File: config.mk
export PLATFORM = sky130hd
export DESIGN_NAME = apb3_master_flat
export DESIGN_NICKNAME = d
export VERILOG_FILES = /design/src/rtl/apb3_master_if.sv /design/src/rtl/apb3_master.sv /design/src/flat_wrapper.sv
export SDC_FILE = /design/constraint.sdc
export NUM_CORES = 1
export LEC_CHECK = 0
export BUFFER_PORTS_ARGS = -buffer_cell sky130_fd_sc_hd__buf_2
export CELL_PAD_IN_SITES_DETAIL_PLACEMENT = 0
export CELL_PAD_IN_SITES_GLOBAL_PLACEMENT = 1
export CORE_AREA = 2 2 100 102
export CTS_BUF_LIST = sky130_fd_sc_hd__clkbuf_4 sky130_fd_sc_hd__clkbuf_8
export DETAILED_ROUTE_END_ITERATION = 8
export DIE_AREA = 0 0 102 104
export GPL_TIMING_DRIVEN = 0
export PLACE_DENSITY_LB_ADDON = 0.1
export SLEW_MARGIN = 15
export SYNTH_ARGS = -nofsm -noshare
export SYNTH_HDL_FRONTEND = slang
export SYNTH_SLANG_ARGS = --single-unit
File: constraint.sdc
create_clock -name PCLK -period 2.6 [get_ports PCLK]
set_clock_uncertainty 0.05 [all_clocks]
set_input_delay 0 -clock PCLK [delete_from_list [all_inputs] [get_ports PCLK]]
set_output_delay 0 -clock PCLK [all_outputs]
set_load 0.01 [all_outputs]
File: src/rtl/apb3_master_if.sv
// Command/response and APB3 bus signals of the APB3 master.
// The master modport is the block's view; slave is the environment's.
interface apb3_master_if #(
  parameter int N_BIT_DATA    = 32,
  parameter int N_BIT_ADDRESS = 4
) ();
  logic                     req_valid;
  logic                     req_ready;
  logic                     req_write;
  logic [N_BIT_ADDRESS-1:0] req_address;
  logic [N_BIT_DATA-1:0]    req_wdata;
  logic                     resp_valid;
  logic                     resp_ready;
  logic [N_BIT_DATA-1:0]    resp_rdata;
  logic                     resp_error;
  logic                     PSEL;
  logic                     PENABLE;
  logic                     PWRITE;
  logic [N_BIT_ADDRESS-1:0] PADDR;
  logic [N_BIT_DATA-1:0]    PWDATA;
  logic [N_BIT_DATA-1:0]    PRDATA;
  logic                     PREADY;
  logic                     PSLVERR;

  modport master (
    input  req_valid, req_write, req_address, req_wdata,
    input  resp_ready, PRDATA, PREADY, PSLVERR,
    output req_ready, resp_valid, resp_rdata, resp_error,
    output PSEL, PENABLE, PWRITE, PADDR, PWDATA
  );

  modport slave (
    output req_valid, req_write, req_address, req_wdata,
    output resp_ready, PRDATA, PREADY, PSLVERR,
    input  req_ready, resp_valid, resp_rdata, resp_error,
    input  PSEL, PENABLE, PWRITE, PADDR, PWDATA
  );
endinterface

File: src/rtl/apb3_master.sv
// Single-outstanding APB3 master: command in, one response out.
// Optional ACCESS timeout aborts a hung slave with an error response.
module apb3_master #(
  parameter int N_BIT_DATA     = 32,
  parameter int N_BIT_ADDRESS  = 4,
  parameter int TIMEOUT_CYCLES = 16
) (
  input  logic         PCLK,
  input  logic         PRESET,
  apb3_master_if.master bus
);
  localparam int CW = (TIMEOUT_CYCLES > 0) ?
                      $clog2(TIMEOUT_CYCLES + 1) : 1;

  typedef enum logic [1:0] {
    IDLE,
    SETUP,
    ACCESS,
    RESPONSE
  } state_e;

  state_e                   state_q, state_d;
  logic [CW-1:0]            cnt_q, cnt_d;
  logic [N_BIT_ADDRESS-1:0] addr_q, addr_d;
  logic                     write_q, write_d;
  logic [N_BIT_DATA-1:0]    wdata_q, wdata_d;
  logic [N_BIT_DATA-1:0]    rdata_q, rdata_d;
  logic                     err_q, err_d;

  always_comb begin
    state_d = state_q;
    cnt_d   = cnt_q;
    addr_d  = addr_q;
    write_d = write_q;
    wdata_d = wdata_q;
    rdata_d = rdata_q;
    err_d   = err_q;
    unique case (state_q)
      IDLE: begin
        if (bus.req_valid == 1'b1) begin
          addr_d  = bus.req_address;
          write_d = bus.req_write;
          wdata_d = bus.req_wdata;
          state_d = SETUP;
        end
      end
      SETUP: begin
        cnt_d   = '0;
        state_d = ACCESS;
      end
      ACCESS: begin
        // X/Z on PREADY falls through to the wait branch
        if (bus.PREADY == 1'b1) begin
          err_d = 1'b0;
          if (bus.PSLVERR == 1'b1) err_d = 1'b1;
          rdata_d = write_q ? '0 : bus.PRDATA;
          state_d = RESPONSE;
        end else begin
          if (cnt_q != '1) cnt_d = cnt_q + 1'b1;
          if (TIMEOUT_CYCLES > 0 &&
              cnt_d == CW'(TIMEOUT_CYCLES)) begin
            err_d   = 1'b1;
            rdata_d = '0;
            state_d = RESPONSE;
          end
        end
      end
      RESPONSE: begin
        if (bus.resp_ready == 1'b1) state_d = IDLE;
      end
      default: state_d = IDLE;
    endcase
  end

  always_ff @(posedge PCLK) begin
    if (PRESET) begin
      state_q <= IDLE;
      cnt_q   <= '0;
      addr_q  <= '0;
      write_q <= 1'b0;
      wdata_q <= '0;
      rdata_q <= '0;
      err_q   <= 1'b0;
    end else begin
      state_q <= state_d;
      cnt_q   <= cnt_d;
      addr_q  <= addr_d;
      write_q <= write_d;
      wdata_q <= wdata_d;
      rdata_q <= rdata_d;
      err_q   <= err_d;
    end
  end

  assign bus.req_ready  = (state_q == IDLE);
  assign bus.PSEL       = (state_q == SETUP) ||
                          (state_q == ACCESS);
  assign bus.PENABLE    = (state_q == ACCESS);
  assign bus.resp_valid = (state_q == RESPONSE);
  assign bus.PADDR      = addr_q;
  assign bus.PWRITE     = write_q;
  assign bus.PWDATA     = wdata_q;
  assign bus.resp_rdata = rdata_q;
  assign bus.resp_error = err_q;
endmodule

File: src/flat_wrapper.sv
// flat-port wrapper written by rule: the top's interface ports become plain ports
module apb3_master_flat 
#(
  parameter int N_BIT_DATA     = 32,
  parameter int N_BIT_ADDRESS  = 4,
  parameter int TIMEOUT_CYCLES = 16
)
  (PCLK, PRESET, bus_req_valid, bus_req_write, bus_req_address, bus_req_wdata, bus_resp_ready, bus_PRDATA, bus_PREADY, bus_PSLVERR, bus_req_ready, bus_resp_valid, bus_resp_rdata, bus_resp_error, bus_PSEL, bus_PENABLE, bus_PWRITE, bus_PADDR, bus_PWDATA);
  apb3_master_if #(.N_BIT_DATA(N_BIT_DATA), .N_BIT_ADDRESS(N_BIT_ADDRESS)) bus_i ();
  input  logic PCLK;
  input  logic PRESET;
  input wire logic [$bits(bus_i.req_valid)-1:0] bus_req_valid;
  input wire logic [$bits(bus_i.req_write)-1:0] bus_req_write;
  input wire logic [$bits(bus_i.req_address)-1:0] bus_req_address;
  input wire logic [$bits(bus_i.req_wdata)-1:0] bus_req_wdata;
  input wire logic [$bits(bus_i.resp_ready)-1:0] bus_resp_ready;
  input wire logic [$bits(bus_i.PRDATA)-1:0] bus_PRDATA;
  input wire logic [$bits(bus_i.PREADY)-1:0] bus_PREADY;
  input wire logic [$bits(bus_i.PSLVERR)-1:0] bus_PSLVERR;
  output wire logic [$bits(bus_i.req_ready)-1:0] bus_req_ready;
  output wire logic [$bits(bus_i.resp_valid)-1:0] bus_resp_valid;
  output wire logic [$bits(bus_i.resp_rdata)-1:0] bus_resp_rdata;
  output wire logic [$bits(bus_i.resp_error)-1:0] bus_resp_error;
  output wire logic [$bits(bus_i.PSEL)-1:0] bus_PSEL;
  output wire logic [$bits(bus_i.PENABLE)-1:0] bus_PENABLE;
  output wire logic [$bits(bus_i.PWRITE)-1:0] bus_PWRITE;
  output wire logic [$bits(bus_i.PADDR)-1:0] bus_PADDR;
  output wire logic [$bits(bus_i.PWDATA)-1:0] bus_PWDATA;
  assign bus_i.req_valid = bus_req_valid;
  assign bus_i.req_write = bus_req_write;
  assign bus_i.req_address = bus_req_address;
  assign bus_i.req_wdata = bus_req_wdata;
  assign bus_i.resp_ready = bus_resp_ready;
  assign bus_i.PRDATA = bus_PRDATA;
  assign bus_i.PREADY = bus_PREADY;
  assign bus_i.PSLVERR = bus_PSLVERR;
  assign bus_req_ready = bus_i.req_ready;
  assign bus_resp_valid = bus_i.resp_valid;
  assign bus_resp_rdata = bus_i.resp_rdata;
  assign bus_resp_error = bus_i.resp_error;
  assign bus_PSEL = bus_i.PSEL;
  assign bus_PENABLE = bus_i.PENABLE;
  assign bus_PWRITE = bus_i.PWRITE;
  assign bus_PADDR = bus_i.PADDR;
  assign bus_PWDATA = bus_i.PWDATA;
  apb3_master #(.N_BIT_DATA(N_BIT_DATA), .N_BIT_ADDRESS(N_BIT_ADDRESS), .TIMEOUT_CYCLES(TIMEOUT_CYCLES)) u_core (.PCLK(PCLK), .PRESET(PRESET), .bus(bus_i));
endmodule
* Word-level counts from Yosys, hierarchy flattened
Index checks and enable logic that the tools add are counted.
** Storage, ports and cells
- Bits in registers :: 77
- Latch bits :: 0
- RAM bits :: 0
- ROM bits :: 0
- Input port bits :: 75
- Output and inout bits :: 74
- Word-level logic and storage cells :: 41
- Memories kept :: 0
** Cells by class
- $add $sub $neg :: 1
- $mul :: 0
- Div/mod/pow operators :: 0
- Order comparisons :: 0
- Eq/ne operators :: 9
- Shifts and indexed selects :: 0
- Mux-type cells :: 16
- Bitwise operators :: 0
- Reduce and logical (&&, ||, !) cells :: 8
** Operator list (count)
- 32-bit two-way mux :: 3
- 5-bit two-way mux :: 4
- 5-bit case mux with 2 select lines :: 1
- 2-bit two-way mux :: 4
- 2-bit case mux with 4 select lines :: 1
- 2-bit inequality test, second input constant :: 3
- 2-bit AND reduction :: 3
- 5-bit by 1-bit adder with 5-bit output, second input constant :: 1
- 5-bit equality test, second input constant :: 1
- 5-bit inequality test, second input constant :: 1
- 2-bit equality test, second input constant :: 2
- 2-bit nonzero test :: 2
- 1-bit two-way mux :: 3
- 3-bit by 2-bit inequality test with 1-bit output, second input constant :: 1
- 3-bit AND reduction :: 1
- 2-bit by 1-bit equality test with 1-bit output, second input constant :: 1
- 2-bit zero test :: 1
- 1-bit logical OR :: 1

* Longest topological paths before layout
- Word-level depth :: 8
- Gate-level depth with buffers :: 8
- Gate-level depth less buffers :: 6

* Least setup slack after synthesis
OpenSTA, ideal clock, no wires.
- Kind :: reg2reg
- From :: reg u_core.cnt_q[1]
- To :: reg u_core.rdata_q[21], in the netlist u_core.bus.resp_rdata[21]
- Arrival :: 1680 ps
- Data required time :: 2408 ps
- Path slack :: 728 ps
- Cell stages (with the launch flop) :: 9
- Path buffers :: 2
- Clock period less this slack :: 1872 ps
- Cells stage by stage :: dfxtp_1 > ha_1 > nand4_1 > mux2_4 > a211o_1 > nand2b_1 > buf_6 > buf_6 > a311oi_1
** Between the ends
- Cells in the longest elaborated chain, start to end :: 7
- Elaborated cells on any way between the ends :: 8
** Ends and longest elaborated chain
- from (decl) :: RTL line apb3_master.sv:23 : logic [CW-1:0] cnt_q, cnt_d;
- from (signal assigned) :: RTL line apb3_master.sv:86 : cnt_q <= cnt_d;
- 5-bit by 1-bit adder with 5-bit output or 5-bit inequality test (tied branches) :: RTL line apb3_master.sv:59 : if (cnt_q != '1) cnt_d = cnt_q + 1'b1;
- 5-bit two-way mux * :: RTL line apb3_master.sv:59
- 5-bit two-way mux * :: RTL line apb3_master.sv:53 : if (bus.PREADY == 1'b1) begin
- 5-bit two-way mux * :: RTL line apb3_master.sv:38 : unique case (state_q)
- 5-bit equality test * :: RTL line apb3_master.sv:61 : cnt_d == CW'(TIMEOUT_CYCLES)) begin
- 2-bit nonzero test (no line) *
- 2-bit AND reduction (no line) *
- to (signal assigned) :: RTL line apb3_master.sv:90 : rdata_q <= rdata_d;
- to (decl) :: RTL line apb3_master.sv:27 : logic [N_BIT_DATA-1:0] rdata_q, rdata_d;
Every way passes the cells marked *; elsewhere a longest branch is shown, timed or not. The select of a mux whose other input is x is not followed.
A chain may end at the register's enable or synchronous reset.

* Worst setup path after layout
- From :: reg u_core.cnt_q[1]
- To :: reg u_core.rdata_q[13], in the netlist u_core.bus.resp_rdata[13]
Same word-level chain as after synthesis.

==> out/metrics.sh <==
WORST_PATH_DOMINANT_CELL_FAMILY='flip-flops'
CRITICAL_PATH_SLOWEST_STAGE_CELL='sky130_fd_sc_hd__dfxtp_1'
YOSYSTOPAREACELL='sky130_fd_sc_hd__dfxtp_1'
CP-STARTPOINT='u_core.cnt_q[1]$_SDFFE_PP0P_'
TIMING.CRITICAL_PATH.MODE_CELL='sky130_fd_sc_hd__buf_6'
CP-END-KIND='flop'
FINAL_NET_COUNT=683
FINAL_ANTENNA_NET_COUNT=0
CLKSINKCOUNT=77
VDD_IR_DROP_MAX_mV=0.357
SETUP-TNS-FINAL_NS=0
FINAL.MIN_CLOCK_PERIOD_NS=2.15
TIMING.CRITICAL_PATH.FROM_TYPE='flop'
NUMBER_OF_BUFFERS_CREATED_BY_CTS=9
DRT_FIRST_PASS_ITERS=4
HOLD_PATH_STARTPOINT='PRESET'
FINALHOLDVIOLCOUNT=0
TOTAL_DRC_ERRORS_IN_THE_ROUTED_LAYOUT=0
RR_WORST_DEPTH=8
CTS-ROOT-TO-SINK-BUFFERS=2
DRV_SLEW=0
FIRST_ITER_VIOLATIONS=92
SETUP_VIOL_COUNT_FINAL=0
YOSYS.AREA_SHARE.XOR_XNOR_PCT=0
LAUNCH_POINT_OF_THE_WORST_REG_TO_REG_PATH='u_core.cnt_q[1]$_SDFFE_PP0P_'
NUMBER_OF_ANTENNA_VIOLATIONS_AT_THE_FIRST_CHECK_IN_GLOBAL_ROUTING=0
SYNTH_TOP_FAMILY_BY_AREA='compound AO/OA/AOI/OAI gates'
AREA.SEQUENTIAL_SQ_UM=1540
GLOBAL_ROUTE.OVERFLOW_TOTAL=0
IO-PIN-COUNT=149
POWER_DENSITY_nW_PER_UM2=760
SYN_INST=373
FINAL_LAYOUT_SIZE_SUFFIX_GT1_SHARE_PCT=27.8
HOLD_PATH.CLASS='in2reg'
CRITICAL_PATH_REQUIRED_NS=2.74
DRV.MAX_CAP_VIOLATION_COUNT=0
P_LEAK_nW=2.11
CLK_PIN_SLEW_WORST_PATHS_NS=0.08
POST_DRT_WL_PER_CELL_UM=12.7
GP_CONGESTION=0.743
YOSYS-MUX-AREA-FRACTION_PCT=1.14
REGTOREGSETUPSLACK_NS=0.45
CPPEAKSTAGEDELAY_NS=0.43
CLK_LATENCY_NS=0.34
CP_MAX_FO=10
MAX_TRANSITION_MARGIN_PCT=66.2
MIN_DELAY_PATH_DEPTH=3
LEVEL_COUNT_OF_THE_CLOCK_H_TREE=3
DIE_HEIGHT_UM=104
FLOORPLAN.ROWS=36
SYNTH-WARNING-COUNT=0
TIMING.FINAL.CRIT_SHARE_PCT=82.7
ROUTED_VIA_DENSITY=4.61
DATA_ARRIVAL_CRITICAL_PATH_NS=2.29
DESIGN.DIE.AREA_SQ_UM=10600
MULTI_INPUT_GATE_AREA_SQ_UM=1380
NETLIST-CELL-TYPE-COUNT=28
PLACEDCELLCOUNT=653
FINAL_CELLS=741
NFILLCELLS=984
CTS_ROOT_BUFFER='sky130_fd_sc_hd__clkbuf_8'
CHIPWIDTH_UM=102
CP.BUFFERS_INVERTERS=2
MAXCLOCKFREQUENCY_MHz=465
SYNTH_FA_HA_AREA_SHARE_PCT=2.03
NETLIST_AREA_SQ_UM=3080
SYNTH_TOP_CELL_AREA_SHARE_PCT=50.0
RSZ0062_AT_GRT='false'
HOLDPATHEND='u_core.state_q[1]$_SDFFE_PP0P_'
YOSYS.AREA_SHARE.SIMPLE_PCT=18.0
SYNTHESIS.NETS=453
WORSTSETUPPATHTYPE='reg2reg'
ANTENNA_CELLS=0
WORSTMARGINPINSLEW_NS=0.507
GLOBAL_ROUTE_WIRE_LENGTH_BEFORE_REPAIR_UM=15100
FINAL_CORE_UTIL_PCT=51.6
CTS_TREE='built'
PLACED_AREA_SQ_UM=3980
SYNTHESIS.AREA_PER_INSTANCE_SQ_UM=8.26
CORE_AREA_SQ_UM=9550
TOP_POST_SYNTHESIS_CELLS_BY_AREA='sky130_fd_sc_hd__dfxtp_1 (50%), sky130_fd_sc_hd__nand2_1 (13%), sky130_fd_sc_hd__a21oi_1 (13%)'
GRT_MAX_DEGREE=15
STDCELL_AREA_SQ_UM=4930
FINALWIRELENGTH_UM=9420
RUN_STATUS='complete, no violations'
YS_SEQ_ELEMENTS=77
AREAGROWTHSYNTHTOFINISH_PCT=60.0
WORST_SLACK_PLACED_NS=0.484
NUM_VIAS=3419
PLACEMENT.IO_BUFFERS=147
DP.FINAL_HPWL_UM=6440
GRT_PASS1_VIAS=3177
CRITICAL_PATH.REG2REG.ENDPOINT='u_core.bus.resp_rdata[13]$_SDFFE_PP0P_'
SYNTH_SEQUENTIAL_AREA_RATIO_PCT=50.0
GRTUSAGETOTAL_PCT=17.3
START_UTIL_PCT=32.3
PATH_CELLS='ha_1, nand4_1, mux2_4, a211o_1, nand2b_1, buf_6, buf_6, a311oi_1'
LAYOUT_SETUP_WS_NS=0.451
SYNTH_COMPOUND_GATE_AREA_SHARE_PCT=23.6
cells in the mapped netlist:
| cell type | number |
|---|---|
| sky130_fd_sc_hd__a211oi_1 | 1 |
| sky130_fd_sc_hd__ha_1 | 5 |
| sky130_fd_sc_hd__nand4_1 | 1 |
| sky130_fd_sc_hd__a311oi_1 | 32 |
| sky130_fd_sc_hd__nor4_1 | 1 |
| sky130_fd_sc_hd__and3_1 | 1 |
| sky130_fd_sc_hd__a211o_1 | 1 |
| sky130_fd_sc_hd__nor2_2 | 1 |
| sky130_fd_sc_hd__buf_1 | 5 |
| sky130_fd_sc_hd__nor2_1 | 7 |
| sky130_fd_sc_hd__mux2i_1 | 2 |
| sky130_fd_sc_hd__mux2_4 | 1 |
| sky130_fd_sc_hd__a22oi_1 | 2 |
| sky130_fd_sc_hd__and3b_1 | 1 |
| sky130_fd_sc_hd__nand3b_1 | 1 |
| sky130_fd_sc_hd__o21a_1 | 2 |
| sky130_fd_sc_hd__nand2b_1 | 4 |
| sky130_fd_sc_hd__clkbuf_1 | 21 |
| sky130_fd_sc_hd__dfxtp_1 | 77 |
| sky130_fd_sc_hd__buf_6 | 4 |
| sky130_fd_sc_hd__o21ai_0 | 3 |
| sky130_fd_sc_hd__a21oi_1 | 77 |
| sky130_fd_sc_hd__nand2_1 | 109 |
| sky130_fd_sc_hd__nand3_1 | 3 |
| sky130_fd_sc_hd__and2_1 | 1 |
| sky130_fd_sc_hd__nor3_1 | 1 |
| sky130_fd_sc_hd__nor2b_1 | 4 |
| sky130_fd_sc_hd__inv_1 | 5 |
registers in the layout, indices dropped and copies added, names as in the netlist:
signal / flops
u_core.state_q: 2
u_core.bus.PADDR: 4
u_core.bus.PWRITE: 1
u_core.bus.resp_rdata: 32
u_core.cnt_q: 5
u_core.bus.resp_error: 1
u_core.bus.PWDATA: 32
stage by stage:
stage	hold slack, ns	power [mW]
2_1_floorplan	0.0860	2.22
3_3_place_gp	0.191	2.67
3_5_place_dp	0.196	2.68
4_1_cts	0.0341	3.80
5_1_grt	0.0907	4.02
6_report	0.0419	3.75
logic make-up (layout without fill, tap and decap cells):
kind of cell / count (synthesis) / after routing
DFF: 77 / 77
buffers and inverters: 35 / 270
AOI/OAI and AO/OA: 118 / 118
muxes: 3 / 3
adders and majority gates: 5 / 5
and+or+nand+nor: 135 / 135
layout make-up:
cell class / instances / share of cell area (%)
Multi-Input combinational cell: 261 / 27.9
Clock inverter: 6 / 1.93
Tap cell: 133 / 3.38
Buffer: 30 / 2.89
Inverter: 5 / 0.381
Clock buffer: 10 / 2.66
Timing Repair Buffer: 219 / 29.5
Sequential cell: 77 / 31.3
worst max-delay path by stage:
stage | end | slack [ns] | depth (start not counted)
CTS | u_core.bus.resp_rdata[30]$_SDFFE_PP0P_ | 0.45 | 7
global placement | u_core.bus.resp_rdata[26]$_SDFFE_PP0P_ | 0.50 | 8
detailed placement | u_core.bus.resp_rdata[29]$_SDFFE_PP0P_ | 0.48 | 8
floorplan | u_core.bus.resp_rdata[21]$_SDFFE_PP0P_ | 0.73 | 8
global route | u_core.bus.resp_rdata[13]$_SDFFE_PP0P_ | 0.20 | 7
finish | u_core.bus.resp_rdata[13]$_SDFFE_PP0P_ | 0.45 | 8
placed cells by master (no fill, tap or decap), types with 7 or more instances in the layout:
master	n
sky130_fd_sc_hd__a311oi_1	32
sky130_fd_sc_hd__dfxtp_1	77
sky130_fd_sc_hd__buf_2	147
sky130_fd_sc_hd__a21oi_1	77
sky130_fd_sc_hd__nor2_1	7
sky130_fd_sc_hd__clkbuf_8	9
sky130_fd_sc_hd__clkbuf_1	21
sky130_fd_sc_hd__dlygate4sd3_1	72
sky130_fd_sc_hd__nand2_1	109
where the power goes:
group / switching, mW / internal [mW]
logic: 0.765 / 0.507
clock network: 0.468 / 0.560
registers: 0.0925 / 1.35
total: 1.33 / 2.42
worst register-to-register path, delay by kind of cell (launching register included):
family          cells  cell delay (ns)
fa+ha+maj           1             0.31
mux                 1             0.33
simple gates        2             0.26
compound gates      2             0.37
flops               1             0.43
buf+inv             2             0.28
repair_timing:
action                                 4_1_cts  5_1_grt
hold buffers                                72        0
buffers inserted                             0        0
endpoints found under the hold margin       72        0
resized for setup                            0        0
per-layer routing:
metal / track usage [%] / vias to the layer above / part of all wire (%) / routed length [um]
met5: 0 / - / 0 / 0
met4: 5.81 / 0 / 1.5 / 145
met3: 3.76 / 15 / 6.1 / 570
met2: 28.4 / 112 / 46 / 4330
met1: 22.3 / 1529 / 46 / 4370
li1: - / 1763 / - / -
Power figures use the tool's default switching activity.
